===== config.mk =====
export PLATFORM = sky130hd
export DESIGN_NAME = maincontrol
export DESIGN_NICKNAME = d
export VERILOG_FILES = /design/src/rtl/maincontrol_pkg.sv /design/src/rtl/maincontrol.sv
export SDC_FILE = /design/constraint.sdc
export NUM_CORES = 1
export LEC_CHECK = 0
export BUFFER_PORTS_ARGS = -buffer_cell sky130_fd_sc_hd__buf_2
export CAP_MARGIN = 5
export CORE_UTILIZATION = 46
export CTS_CLUSTER_SIZE = 24
export DETAILED_ROUTE_END_ITERATION = 10
export PLACE_DENSITY = 0.8
export SLEW_MARGIN = 25
export SYNTH_ARGS = -nofsm -noshare
export SYNTH_HDL_FRONTEND = slang
export SYNTH_SLANG_ARGS = --single-unit

===== constraint.sdc =====
create_clock -name clk -period 1.6 [get_ports clk]
set_clock_uncertainty 0.15 [all_clocks]
set_input_delay 0.16 -clock clk [delete_from_list [all_inputs] [get_ports clk]]
set_output_delay 0.16 -clock clk [all_outputs]
set_load 0.01 [all_outputs]

===== src/rtl/maincontrol_pkg.sv =====
// rtl/maincontrol_pkg.sv - opcodes, aluop codes, state encoding and control word for maincontrol
package maincontrol_pkg;

    localparam logic [5:0] OP_RTYPE = 6'b000000;
    localparam logic [5:0] OP_LB    = 6'b100000;
    localparam logic [5:0] OP_SB    = 6'b101000;
    localparam logic [5:0] OP_ADDI  = 6'b001000;
    localparam logic [5:0] OP_BEQ   = 6'b000100;
    localparam logic [5:0] OP_J     = 6'b000010;

    localparam logic [1:0] ALUOP_ADD   = 2'b00;
    localparam logic [1:0] ALUOP_SUB   = 2'b01;
    localparam logic [1:0] ALUOP_FUNCT = 2'b10;

    typedef enum logic [3:0] {
        S_FETCH    = 4'd0,
        S_DECODE   = 4'd1,
        S_MEMADR   = 4'd2,
        S_MEMRD    = 4'd3,
        S_MEMWB    = 4'd4,
        S_MEMWR    = 4'd5,
        S_RTYPEEX  = 4'd6,
        S_RTYPEWB  = 4'd7,
        S_BEQEX    = 4'd8,
        S_ADDIEX   = 4'd9,
        S_ADDIWB   = 4'd10,
        S_JEX      = 4'd11
    } state_t;

    // irwrite/pcen here are the ungated values; the top qualifies them
    typedef struct packed {
        logic       memread;
        logic       memwrite;
        logic       iord;
        logic       irwrite;
        logic       memtoreg;
        logic       regdst;
        logic       regwrite;
        logic       alusrca;
        logic [1:0] alusrcb;
        logic [1:0] aluop;
        logic [1:0] pcsource;
        logic       pcen;
    } ctrl_t;

    function automatic logic op_supported(input logic [5:0] o);
        return (o == OP_RTYPE) || (o == OP_LB) || (o == OP_SB) ||
               (o == OP_ADDI) || (o == OP_BEQ) || (o == OP_J);
    endfunction

endpackage


===== src/rtl/maincontrol.sv =====
// rtl/maincontrol.sv - multicycle MIPS main controller FSM with memory ready handshake
module maincontrol
    import maincontrol_pkg::*;
#(
    parameter logic WAIT_ON_FETCH = 1'b1
) (
    input  logic       clk,
    input  logic       reset,
    input  logic [5:0] op,
    input  logic       zero,
    input  logic       mem_ready,
    output logic       memread,
    output logic       memwrite,
    output logic       iord,
    output logic       irwrite,
    output logic       memtoreg,
    output logic       regdst,
    output logic       regwrite,
    output logic       alusrca,
    output logic [1:0] alusrcb,
    output logic [1:0] aluop,
    output logic [1:0] pcsource,
    output logic       pcen,
    output logic       illegal_op
);

    state_t state;
    logic   is_store;
    logic   fetch_done;
    logic   gate;
    ctrl_t  c;

    assign fetch_done = mem_ready | ~WAIT_ON_FETCH;

    function automatic ctrl_t ctrl_decode(input state_t s);
        ctrl_t d;
        d = '0;
        case (s)
            S_FETCH: begin
                d.memread = 1'b1;
                d.alusrcb = 2'b01;
                d.aluop   = ALUOP_ADD;
                d.irwrite = 1'b1;
                d.pcen    = 1'b1;
            end
            S_DECODE: begin
                d.alusrcb = 2'b11;
                d.aluop   = ALUOP_ADD;
            end
            S_MEMADR, S_ADDIEX: begin
                d.alusrca = 1'b1;
                d.alusrcb = 2'b10;
                d.aluop   = ALUOP_ADD;
            end
            S_MEMRD: begin
                d.memread = 1'b1;
                d.iord    = 1'b1;
            end
            S_MEMWB: begin
                d.regwrite = 1'b1;
                d.memtoreg = 1'b1;
            end
            S_MEMWR: begin
                d.memwrite = 1'b1;
                d.iord     = 1'b1;
            end
            S_RTYPEEX: begin
                d.alusrca = 1'b1;
                d.aluop   = ALUOP_FUNCT;
            end
            S_RTYPEWB: begin
                d.regwrite = 1'b1;
                d.regdst   = 1'b1;
            end
            S_BEQEX: begin
                d.alusrca  = 1'b1;
                d.aluop    = ALUOP_SUB;
                d.pcsource = 2'b01;
                d.pcen     = 1'b1;
            end
            S_ADDIWB: d.regwrite = 1'b1;
            S_JEX: begin
                d.pcsource = 2'b10;
                d.pcen     = 1'b1;
            end
            default: d = '0;
        endcase
        return d;
    endfunction

    // lb/sb choice is latched in DECODE because op may change afterwards
    always_ff @(posedge clk or negedge reset) begin
        if (!reset) begin
            state    <= S_FETCH;
            is_store <= 1'b0;
        end else begin
            case (state)
                S_FETCH:   if (fetch_done) state <= S_DECODE;
                S_DECODE: begin
                    case (op)
                        OP_LB:    begin state <= S_MEMADR; is_store <= 1'b0; end
                        OP_SB:    begin state <= S_MEMADR; is_store <= 1'b1; end
                        OP_RTYPE: state <= S_RTYPEEX;
                        OP_BEQ:   state <= S_BEQEX;
                        OP_ADDI:  state <= S_ADDIEX;
                        OP_J:     state <= S_JEX;
                        default:  state <= S_FETCH;
                    endcase
                end
                S_MEMADR:  state <= is_store ? S_MEMWR : S_MEMRD;
                S_MEMRD:   if (mem_ready) state <= S_MEMWB;
                S_MEMWR:   if (mem_ready) state <= S_FETCH;
                S_RTYPEEX: state <= S_RTYPEWB;
                S_ADDIEX:  state <= S_ADDIWB;
                default:   state <= S_FETCH;
            endcase
        end
    end

    always_comb begin
        c = ctrl_decode(state);
        gate = 1'b1;
        if (state == S_FETCH) gate = fetch_done;
        else if (state == S_BEQEX) gate = zero;
    end

    assign memread    = reset & c.memread;
    assign memwrite   = reset & c.memwrite;
    assign iord       = reset & c.iord;
    assign irwrite    = reset & c.irwrite & gate;
    assign memtoreg   = reset & c.memtoreg;
    assign regdst     = reset & c.regdst;
    assign regwrite   = reset & c.regwrite;
    assign alusrca    = reset & c.alusrca;
    assign alusrcb    = reset ? c.alusrcb : 2'b00;
    assign aluop      = reset ? c.aluop : 2'b00;
    assign pcsource   = reset ? c.pcsource : 2'b00;
    assign pcen       = reset & c.pcen & gate;
    assign illegal_op = reset & (state == S_DECODE) & ~op_supported(op);

endmodule


==> out/qor.txt, run 1 <==
Synth top area cells: dfrtp_1 (20%), nor2_1 (7.1%), buf_2 (4.7%)
Relative slew slack: 77.8%
Post-synth net total: 99
Crit-path max FO: 8
Worst Max-Slew Pin Slew: 0.330 ns
DP HPWL: 1280 microns
Max incr delay on CP: 0.44 ns
Period utilization: 107%
Root Buffer: clkbuf_4
Max Slew Vio Count: 0
Synth top area share: 19.7%
R2R setup slack: 0.12 ns
Chip height: 39.1 microns
Largest area contributor in the netlist: dfrtp_1
Hold Path Class: in2reg
Synthesized area: 634 sq um
Critical Path Source Type: flop
Initial DRC count: 25
Peak VDD IR: 0.669 mV
Dpl cell area: 805 sq um
Htree depth: 1
Net Switching: 303 uW
Residual DRC: 0
Cell Rows: 13
Number of synthesized register bits: 5
Pleak: 0.000448 uW
Worst Slack Setup Final: -0.111 ns
Layout cells sized above 1: 47.2%
Die area: 1530 sq um
WHS Path Cells: 4
Hold EP: state[0]
Sw frac: 40.9%
Sequential share of power: 23.3%
GRT Total Usage: 28.3%
Ant. Diodes: 0
Die W: 39.1 microns
Count leader, synth: nor2_1
Min-delay src: op[4]
GR Overflow Total: 0
Detailed-route via count: 805
Number of port buffers: 25
Cell internal pwr: 439 uW
Hold WS: 0.0966 ns
Drt via density: 5.75
R2r endpoint: state[1]
Maximum clock path buffer count: 2
Asr flop ratio synth: 100%
Initial core utilization: 49.4%
Distinct cells, synth: 33
CP max-delay cell: dfrtp_2
Num Clock Sinks: 5
Core area: 1280 sq um
Status: finished, violations left
Clock tree from TritonCTS: built
Antenna violations before repair: 0
Worst-Skew Late Latency: 0.25 ns
CP Data Arrival Time: 1.40 ns
Final setup fails: 9
Most used flip-flop cell after synthesis: dfrtp_1
Maximum number of pins on one net before global-route repair: 13
Synth-to-Final Area Change: 55.2%
Failing checks: negative setup slack
# Max-Cap Violations: 0
Worst-path clk slew: 0.05 ns
Fin. Hold Viols: 0
Nets: 136
Gate power share: 55.5%
Pre-CTS setup slack: 0.111 ns
Synth Instances: 89
P per Cell Area: 754 nW/um^2
Crit Path Class: reg2out
Vias in the first global route: 663
Post-Route WL: 2070 microns
Most frequent cells after synthesis: nor2_1 (12), buf_2 (6), nand2_1 (6), nor3_1 (6), o21ai_0 (6)
DRT antenna net count: 0
RSZ-0062 raised after global routing: true
RR Startpoint: state[3]
Clock power share: 21.2%
Gp weighted congestion: 0.916
Critical path endpoint category: primary output
Final instance area: 985 sq um
Required @ worst endpoint: 1.29 ns
First-pass GRT wire length: 2870 microns
Crit path time final: 1.71 ns
Crit-path cells: buf_6, nand3b_1, o21ai_2, a22oi_1, nor2b_1, buf_2
Drt pass-1 iters: 4
Register area share after synthesis: 19.7%
Post-synth EDFFs: 0
Ports: 26
Reg2Reg Depth: 4
Syn avg cell area: 7.13 sq um
CTS Buf Count: 3
WL/cell: 14.8 microns
FMAX: 0.584 GHz
Ys Warns: 0
## worst max path at each step
stage / slack (ns) / cells past startpoint / to / from
3_5_place_dp: 0.11 / 5 / regwrite / state[3]
6_report: -0.11 / 6 / regwrite / state[0]
2_1_floorplan: 0.14 / 3 / aluop[0] / state[1]
4_1_cts: -0.07 / 4 / illegal_op / state[3]
3_3_place_gp: 0.13 / 4 / illegal_op / state[2]
5_1_grt: -0.15 / 6 / regwrite / state[0]
## placed cells by master (no fill, tap or decap), types with 3 or more instances in the layout
cell,Yosys,final
inv_1,4,4
and4_1,3,3
nand3b_1,3,3
buf_6,0,4
nor3_1,6,4
a21oi_1,4,4
nand2b_4,1,3
o21ai_0,6,5
nand3_1,5,5
buf_2,6,25
nor2_1,12,10
buf_4,0,8
dfrtp_1,5,3
clkbuf_4,0,3
nand2_1,6,5
## stage by stage
step	setup TNS (ns)	utilization (%)	power [uW]	instances
2_1_floorplan	0	-	361	89
3_3_place_gp	0	62.6	475	130
3_5_place_dp	0	62.6	482	130
6_report	-0.482	76.6	742	140
5_1_grt	-1.27	76.6	781	140
4_1_cts	-0.447	72.1	696	140
## metal layers
metal / global-route usage (%) / vias to the layer above / routed length, microns
met4: 20.7 / 0 / 15
met1: 32.4 / 379 / 814
met5: 0 / - / 0
li1: - / 395 / -
met3: 1.73 / 2 / 83
met2: 48.8 / 29 / 1160
## layout make-up
| type | count | area (sq um) |
|---|---|---|
| Clock buffer | 4 | 26.3 |
| Fill cell | 91 | 300 |
| Tap cell | 15 | 18.8 |
| Inverter | 4 | 15.0 |
| Multi-Input combinational cell | 73 | 537 |
| Sequential cell | 5 | 128 |
| Timing Repair Buffer | 39 | 260 |
## logic make-up after synthesis
| family | synth area share (%) |
|---|---|
| AO/OA/AOI/OAI | 20.9 |
| multiplexers | 4.93 |
| AND/OR/NAND/NOR | 42.6 |
| buffers and inverters | 7.69 |
| XOR/XNOR | 4.14 |
| flip-flops | 19.7 |
## state kept, by name, indices dropped and copies added (netlist names)
signal and count:
is_store 1, state 4
## power groups by stage
stage	combinational, uW	clock (uW)	sequential, uW
floorplan	196	0	165
finish	412	157	173
detailed placement	312	0	170
global route	441	166	175
CTS	366	161	170
global placement	307	0	168
## worst max-delay path: cells and delay by family, from the launching register on
family / cells / cell delay (ns)
flops: 1 / 0.44
buf+inv: 2 / 0.30
simple gates: 2 / 0.19
compound gates: 2 / 0.22
## repair_timing
| action | CTS | global route |
|---|---|---|
| hold buffers | 1 | 0 |
| resized for setup | 9 | 14 |
| hold endpoints to repair | 5 | 0 |
| endpoints found under the setup margin | 13 | 15 |
| buffers inserted | 5 | 0 |
| pin swaps | 1 | 4 |
Note: power is estimated with default switching activity, not from simulation.
==> run 2, diff against run 1 <==
Settings changed: CORE_AREA from default to 2 2 39 41, CORE_UTILIZATION 46 to default, CTS_BUF_LIST from default to sky130_fd_sc_hd__clkbuf_4 sky130_fd_sc_hd__clkbuf_8, DIE_AREA from default to 0 0 41 43, PLACE_DENSITY 0.8 to 0.82.
==> out/qor.txt, run 2 (synthesis gave the netlist of run 1 again) <==
Worst Max-Slew Pin Slew: 0.350 ns (was 0.330 ns)
Post-Layout Cell Count: 150 (was 140)
Pre-CTS setup slack: 0.0393 ns (was 0.111 ns)
DRT antenna net count: 0 (unchanged)
GR Overflow Total: 0 (unchanged)
Required @ worst endpoint: 1.29 ns (about the same)
Layout fillers: 84 (was 91)
CP Launch Point: state[0] (unchanged)
Drt via density: 5.72 (was 5.75)
FMAX: 0.578 GHz (was 0.584 GHz)
R2r endpoint: state[0] (was state[1])
Sw frac: 38.6% (was 40.9%)
Biggest register: state (unchanged)
Htree depth: 1 (unchanged)
Die area: 1760 sq um (was 1530 sq um)
Gate power share: 61.6% (was 55.5%)
Vias in the first global route: 783 (was 663)
Hold Path Class: in2reg (unchanged)
Residual DRC: 0 (unchanged)
Worst-Skew Late Latency: 0.25 ns (about the same)
Failing checks: negative setup slack (unchanged)
Setup tns final: -0.689 ns (was -0.482 ns)
Net Switching: 333 uW (was 303 uW)
Max incr delay on CP: 0.47 ns (was 0.44 ns)
Chip height: 43 microns (was 39.1 microns)
Max Slew Vio Count: 0 (unchanged)
WL/cell: 15.4 microns (was 14.8 microns)
Final setup fails: 11 (was 9)
RSZ-0062 raised after global routing: true (unchanged)
Status: finished, violations left (unchanged)
Synth-to-Final Area Change: 74.8% (was 55.2%)
Period utilization: 108% (was 107%)
DP HPWL: 1350 microns (was 1280 microns)
Die W: 41 microns (was 39.1 microns)
Critical Path Source Type: flop (unchanged)
Initial core utilization: 45.8% (was 49.4%)
Reg2Reg Depth: 7 (was 4)
Post-Route WL: 2310 microns (was 2070 microns)
RR Startpoint: state[0] (was state[3])
Nets: 145 (was 136)
Detailed-route via count: 858 (was 805)
Worst Slack Setup Final: -0.131 ns (was -0.111 ns)
P per Cell Area: 778 nW/um^2 (was 754 nW/um^2)
Core area: 1380 sq um (was 1280 sq um)
CP max-delay cell: dfrtp_2 (unchanged)
Layout cells sized above 1: 57.5% (was 47.2%)
First-pass GRT wire length: 3270 microns (was 2870 microns)
Min-delay src: op[5] (was op[4])
Crit-path cells: buf_12, nand3b_1, o21ai_2, a22oi_2, nor2b_1, buf_2 (was buf_6, nand3b_1, o21ai_2, a22oi_1, nor2b_1, buf_2)
Hold EP: is_store (was state[0])
Final Util: 80.1% (was 76.6%)
CP Data Arrival Time: 1.42 ns (was 1.40 ns)
Clock power share: 17.1% (was 21.2%)
Cell internal pwr: 529 uW (was 439 uW)
Maximum number of pins on one net before global-route repair: 13 (unchanged)
CTS Buf Count: 3 (unchanged)
Ports: 26 (unchanged)
Dpl cells: 132 (was 130)
Gp weighted congestion: 0.878 (was 0.916)
Critical path endpoint category: primary output (unchanged)
Drt pass-1 iters: 4 (unchanged)
GRT Total Usage: 27.5% (was 28.3%)
Cell Rows: 14 (was 13)
Maximum clock path buffer count: 2 (unchanged)
Fin. Hold Viols: 0 (unchanged)
Pleak: 0.000500 uW (was 0.000448 uW)
Num Clock Sinks: 5 (unchanged)
Crit Path Class: reg2out (unchanged)
Crit-path max FO: 8 (unchanged)
Relative slew slack: 76.5% (was 77.8%)
Number of port buffers: 25 (unchanged)
WHS Path Cells: 3 (was 4)
Root Buffer: clkbuf_4 (unchanged)
Largest register FFs: 4 (unchanged)
Most common cell after layout, fill and taps aside: buf_2 (unchanged)
Clock tree from TritonCTS: built (unchanged)
# Max-Cap Violations: 0 (unchanged)
Most frequent cells in the layout: buf_2 (25), buf_6 (10), buf_4 (10) (was buf_2 (25), nor2_1 (10), buf_4 (8))
Biggest regs: state (4), is_store (1) (unchanged)
Crit path time final: 1.73 ns (was 1.71 ns)
Ant. Diodes: 0 (unchanged)
Initial DRC count: 9 (was 25)
Peak VDD IR: 0.522 mV (was 0.669 mV)
R2R setup slack: 0.05 ns (was 0.12 ns)
Antenna violations before repair: 0 (unchanged)
Sequential share of power: 21.3% (was 23.3%)
Worst-path clk slew: 0.05 ns (about the same)
-- run 2: cell count changes in the layout (fill, tap and decap cells not counted), sizes merged --
cell	before	now
buf	38	47
clkinv	0	1
clkbuf	4	3
-- run 2: routing by layer --
| metal | vias to the layer above | track usage, % | routed length (microns) |
|---|---|---|---|
| met5 | - | 0 | 0 |
| met4 | 0 | 21.3 | 63 |
| met3 | 6 | 1.05 | 85 |
| met2 | 34 | 46.9 | 1300 |
| met1 | 406 | 28.9 | 866 |
| li1 | 412 | - | - |
-- run 2: worst max-delay path by stage --
stage	endpoint	slack, ns
floorplan	aluop[0]	0.14
CTS	illegal_op	-0.11
global route	irwrite	-0.18
global placement	illegal_op	0.09
detailed placement	regwrite	0.04
finish	regwrite	-0.13
-- run 2: power by group through the flow --
stage	registers (uW)	clock network, uW	logic [uW]
3_5_place_dp	180	0	318
4_1_cts	177	152	434
2_1_floorplan	165	0	196
3_3_place_gp	178	0	310
6_report	184	147	531
5_1_grt	185	163	566
-- run 2: timing repair --
| item | CTS | global route |
|---|---|---|
| endpoints found under the hold margin | 5 | 0 |
| pin swaps | 3 | 5 |
| buffers inserted | 8 | 5 |
| resized for setup | 18 | 21 |
| hold buffers | 1 | 0 |
| setup endpoints to repair | 14 | 15 |
-- run 2: worst max-delay path: cells and delay by family, from the launching register on --
family	cells	cell delay, ns
simple gates	2	0.18
buf+inv	2	0.30
flops	1	0.47
compound gates	2	0.23
-- run 2: metrics by stage --
step	area [sq um]	hold WS [ns]	total power (uW)
6_report	1110	0.104	863
5_1_grt	1110	0.104	915
4_1_cts	993	0.0971	763
3_5_place_dp	826	-0.104	498
3_3_place_gp	826	-0.108	488
2_1_floorplan	634	-0.286	361
-- run 2: area by class of cell --
cell class | count | area, sq um | area share [%]
multi-input combinational | 73 | 553 | 49.9
sequential | 5 | 130 | 11.7
inverter | 4 | 15.0 | 1.35
clock inverter | 1 | 5.00 | 0.451
timing repair buffer | 48 | 363 | 32.7
clock buffer | 3 | 22.5 | 2.03
tap | 16 | 20.0 | 1.81
==> run 3, diff against run 2 <==
Settings changed: ABC_AREA from default to 1, CELL_PAD_IN_SITES_DETAIL_PLACEMENT from default to 1, CELL_PAD_IN_SITES_GLOBAL_PLACEMENT from default to 2, CORE_AREA 2 2 39 41 to default, CORE_UTILIZATION from default to 23, DIE_AREA 0 0 41 43 to default, PLACE_DENSITY 0.82 to 0.84.
==> out/qor.txt, run 3 <==
Period utilization: 108% (about the same)
Met2 Use GR: 29.5% (was 46.9%)
Crit-path max FO: 4 (was 8)
Crit path time final: 1.73 ns (about the same)
Critical path endpoint category: primary output (unchanged)
RSZ-0062 raised after global routing: true (unchanged)
Syn avg cell area: 5.76 sq um (was 7.13 sq um)
Worst Slack Setup Final: -0.134 ns (was -0.131 ns)
Hold EP: is_store (unchanged)
Clock tree from TritonCTS: built (unchanged)
Num Clock Sinks: 5 (unchanged)
Post-synth EDFFs: 0 (unchanged)
CP max-delay cell: dfrtp_2 (unchanged)
Reg2Reg Depth: 10 (was 7)
Die area: 2810 sq um (was 1760 sq um)
Synth Instances: 104 (was 89)
Relative slew slack: 74.0% (was 76.5%)
Largest area contributor in the netlist: dfrtp_1 (unchanged)
Pleak: 0.000570 uW (was 0.000500 uW)
# Max-Cap Violations: 0 (unchanged)
Failing checks: negative setup slack (unchanged)
Layout cells sized above 1: 53.4% (was 57.5%)
Synthesized area: 599 sq um (was 634 sq um)
Initial core utilization: 24.2% (was 45.8%)
FMAX: 0.577 GHz (was 0.578 GHz)
Number of port buffers: 25 (unchanged)
Synth-to-Final Area Change: 65.6% (was 74.8%)
Core area: 2480 sq um (was 1380 sq um)
Distinct cells, synth: 20 (was 33)
Worst-path clk slew: 0.05 ns (about the same)
DP HPWL: 1540 microns (was 1350 microns)
GR Overflow Total: 0 (unchanged)
Ys Warns: 0 (unchanged)
Fin. Hold Viols: 0 (unchanged)
CP Buf/Inv Count: 2 (unchanged)
Crit-path cells: nor2_4, buf_4, nand2_4, a31oi_1, buf_2 (was buf_12, nand3b_1, o21ai_2, a22oi_2, nor2b_1, buf_2)
Synth top area cells: dfrtp_1 (21%), nand2_1 (18%), nor2_1 (10%) (was dfrtp_1 (20%), nor2_1 (7.1%), buf_2 (4.7%))
WL/cell: 12.3 microns (was 15.4 microns)
Biggest register: state (unchanged)
Grt met1 use: 20.4% (was 28.9%)
Post-synth net total: 114 (was 99)
Ant. Diodes: 0 (unchanged)
Required @ worst endpoint: 1.29 ns (about the same)
Layout fillers: 351 (was 84)
Critical Path Source Type: flop (unchanged)
Most frequent cells in the layout: buf_2 (25), nand2_1 (23), nor2_1 (15) (was buf_2 (25), buf_6 (10), buf_4 (10))
Final Power: 1600 uW (was 863 uW)
Biggest regs: state (4), is_store (1) (unchanged)
Die W: 53.0 microns (was 41 microns)
Root Buffer: clkbuf_4 (unchanged)
Synth Area in Simple Gates: 61.6% (was 42.6%)
Number of synthesized register bits: 5 (unchanged)
Global routing usage on met3: 0% (was 1.05%)
Setup tns final: -0.858 ns (was -0.689 ns)
Adder-cell area share of the yosys netlist: 0% (unchanged)
Detailed-route via count: 806 (was 858)
Max Slew Vio Count: 0 (unchanged)
Synth Area in XOR/XNOR: 0% (was 4.14%)
Min-delay src: op[3] (was op[5])
Nets: 157 (was 145)
CP top delay family: flip-flops (unchanged)
Post-synthesis compound-gate area fraction: 8.14% (was 20.9%)
Chip height: 53.0 microns (was 43 microns)
WHS Path Cells: 3 (unchanged)
Global route hottest layer: met2 (unchanged)
Ports: 26 (unchanged)
Hold Path Class: in2reg (unchanged)
Most frequent cells after synthesis: nand2_1 (28), nor2_1 (16), nand3_1 (11) (was nor2_1 (12), buf_2 (6), nand2_1 (6), nor3_1 (6), o21ai_0 (6))
RR Startpoint: state[1] (was state[0])
Residual DRC: 0 (unchanged)
Register area share after synthesis: 20.9% (was 19.7%)
R2r endpoint: state[2] (was state[0])
Asr flop ratio synth: 100% (unchanged)
Maximum clock path buffer count: 2 (unchanged)
Count leader, synth: nand2_1 (was nor2_1)
DRT antenna net count: 0 (unchanged)
GRT Total Usage: 16.5% (was 27.5%)
CTS Buf Count: 3 (unchanged)
Initial DRC count: 2 (was 9)
Peak VDD IR: 0.561 mV (was 0.522 mV)
Largest family of logic cells by synthesized area: simple AND/OR/NAND/NOR gates (unchanged)
Synth top area share: 20.9% (was 19.7%)
Htree depth: 1 (unchanged)
Most used flip-flop cell after synthesis: dfrtp_1 (unchanged)
Maximum number of pins on one net before global-route repair: 12 (was 13)
Cell Rows: 18 (was 14)
Worst Max-Slew Pin Slew: 0.390 ns (was 0.350 ns)
Largest register FFs: 4 (unchanged)
Final setup fails: 13 (was 11)
Drt pass-1 iters: 4 (unchanged)
Status: finished, violations left (unchanged)
Worst-Skew Late Latency: 0.26 ns (was 0.25 ns)
Post-synthesis mux area share: 0% (was 4.93%)
Max incr delay on CP: 0.47 ns (about the same)
Gp weighted congestion: 0.809 (was 0.878)
First-pass GRT wire length: 3370 microns (was 3270 microns)
Vias in the first global route: 772 (was 783)
Drt via density: 4.58 (was 5.72)
Crit Path Class: reg2out (unchanged)
Antenna violations before repair: 0 (unchanged)
Post-Route WL: 2160 microns (was 2310 microns)
R2R setup slack: 0.10 ns (was 0.05 ns)
P per Cell Area: 1610 nW/um^2 (was 778 nW/um^2)
Most common cell after layout, fill and taps aside: buf_2 (unchanged)
CP Data Arrival Time: 1.42 ns (about the same)
-- run 3: changes by cell type in the layout (fill, tap and decap cells not counted), sizes merged, moves of 7 or more --
cell | before | now
buf | 47 | 38
inv | 4 | 14
nand2 | 6 | 33
nand3 | 5 | 12
nor2 | 12 | 24
-- run 3: cells by family (layout without fill, tap and decap cells) --
group                  after synthesis  after routing
buffers and inverters               15             57
AND/OR/NAND/NOR                     76             76
flip-flops                           5              5
AO/OA/AOI/OAI                        8              8
-- run 3: layer usage --
| metal | vias up | wire, microns |
|---|---|---|
| met2 | 23 | 1120 |
| li1 | 415 | - |
| met1 | 363 | 919 |
| met4 | 0 | 36 |
| met5 | - | 0 |
| met3 | 5 | 82 |
-- run 3: timing repair --
action                                  in CTS  in global routing
endpoints found under the setup margin      14                 14
hold buffers                                 1                  0
pin swaps                                    5                 10
setup buffers                                2                  7
resized for setup                           18                  9
hold endpoints to repair                     5                  0
-- run 3: worst reg2reg max path: stages, from the launching register on --
cell,delay [ns]
dfrtp_2,0.45
inv_2,0.10
nor2_2,0.06
buf_4,0.14
nand2_2,0.07
buf_4,0.12
nand2_1,0.05
nor2_1,0.10
nand2_1,0.06
nand2_1,0.05
nand2_1,0.04
-- run 3: area by class of cell --
cell class	count	area (sq um)	area share, %
Inverter	14	57.6	5.80
Multi-Input combinational cell	84	497	50.1
Tap cell	30	37.5	3.78
Sequential cell	5	130	13.1
Timing Repair Buffer	39	240	24.2
Clock buffer	4	30.0	3.03
-- run 3: metrics by stage --
step                      cell area (sq um)  hold WS, ns  setup slack, ns  cells  utilization (%)
after floorplan                         599       -0.286            0.199    104                -
after global placement                  788      -0.0694           0.0791    162             31.8
after detailed placement                788      -0.0662          -0.0204    162             31.8
after CTS                               905       0.0423           -0.118    169             36.5
after global routing                    992       0.0495           -0.183    176             40.1
final                                   992       0.0379           -0.134    176             40.1
-- run 3: power breakdown --
part | internal, uW | switching, uW | leakage (uW) | total [uW]
combinational | 499 | 640 | 0.000492 | 1140
clock | 112 | 62.2 | 0.0000184 | 174
sequential | 184 | 100 | 0.0000598 | 284
-- run 3: how the worst max path moves through the flow --
stage                             to  depth (start not counted)  slack (ns)     start
after floorplan           illegal_op                          5        0.20  state[3]
after global routing            pcen                          6       -0.18  state[3]
after CTS                 illegal_op                          6       -0.12  state[2]
final                     alusrcb[1]                          5       -0.13  state[2]
after detailed placement     irwrite                          5       -0.02  state[0]
after global placement          pcen                          5        0.08  state[1]
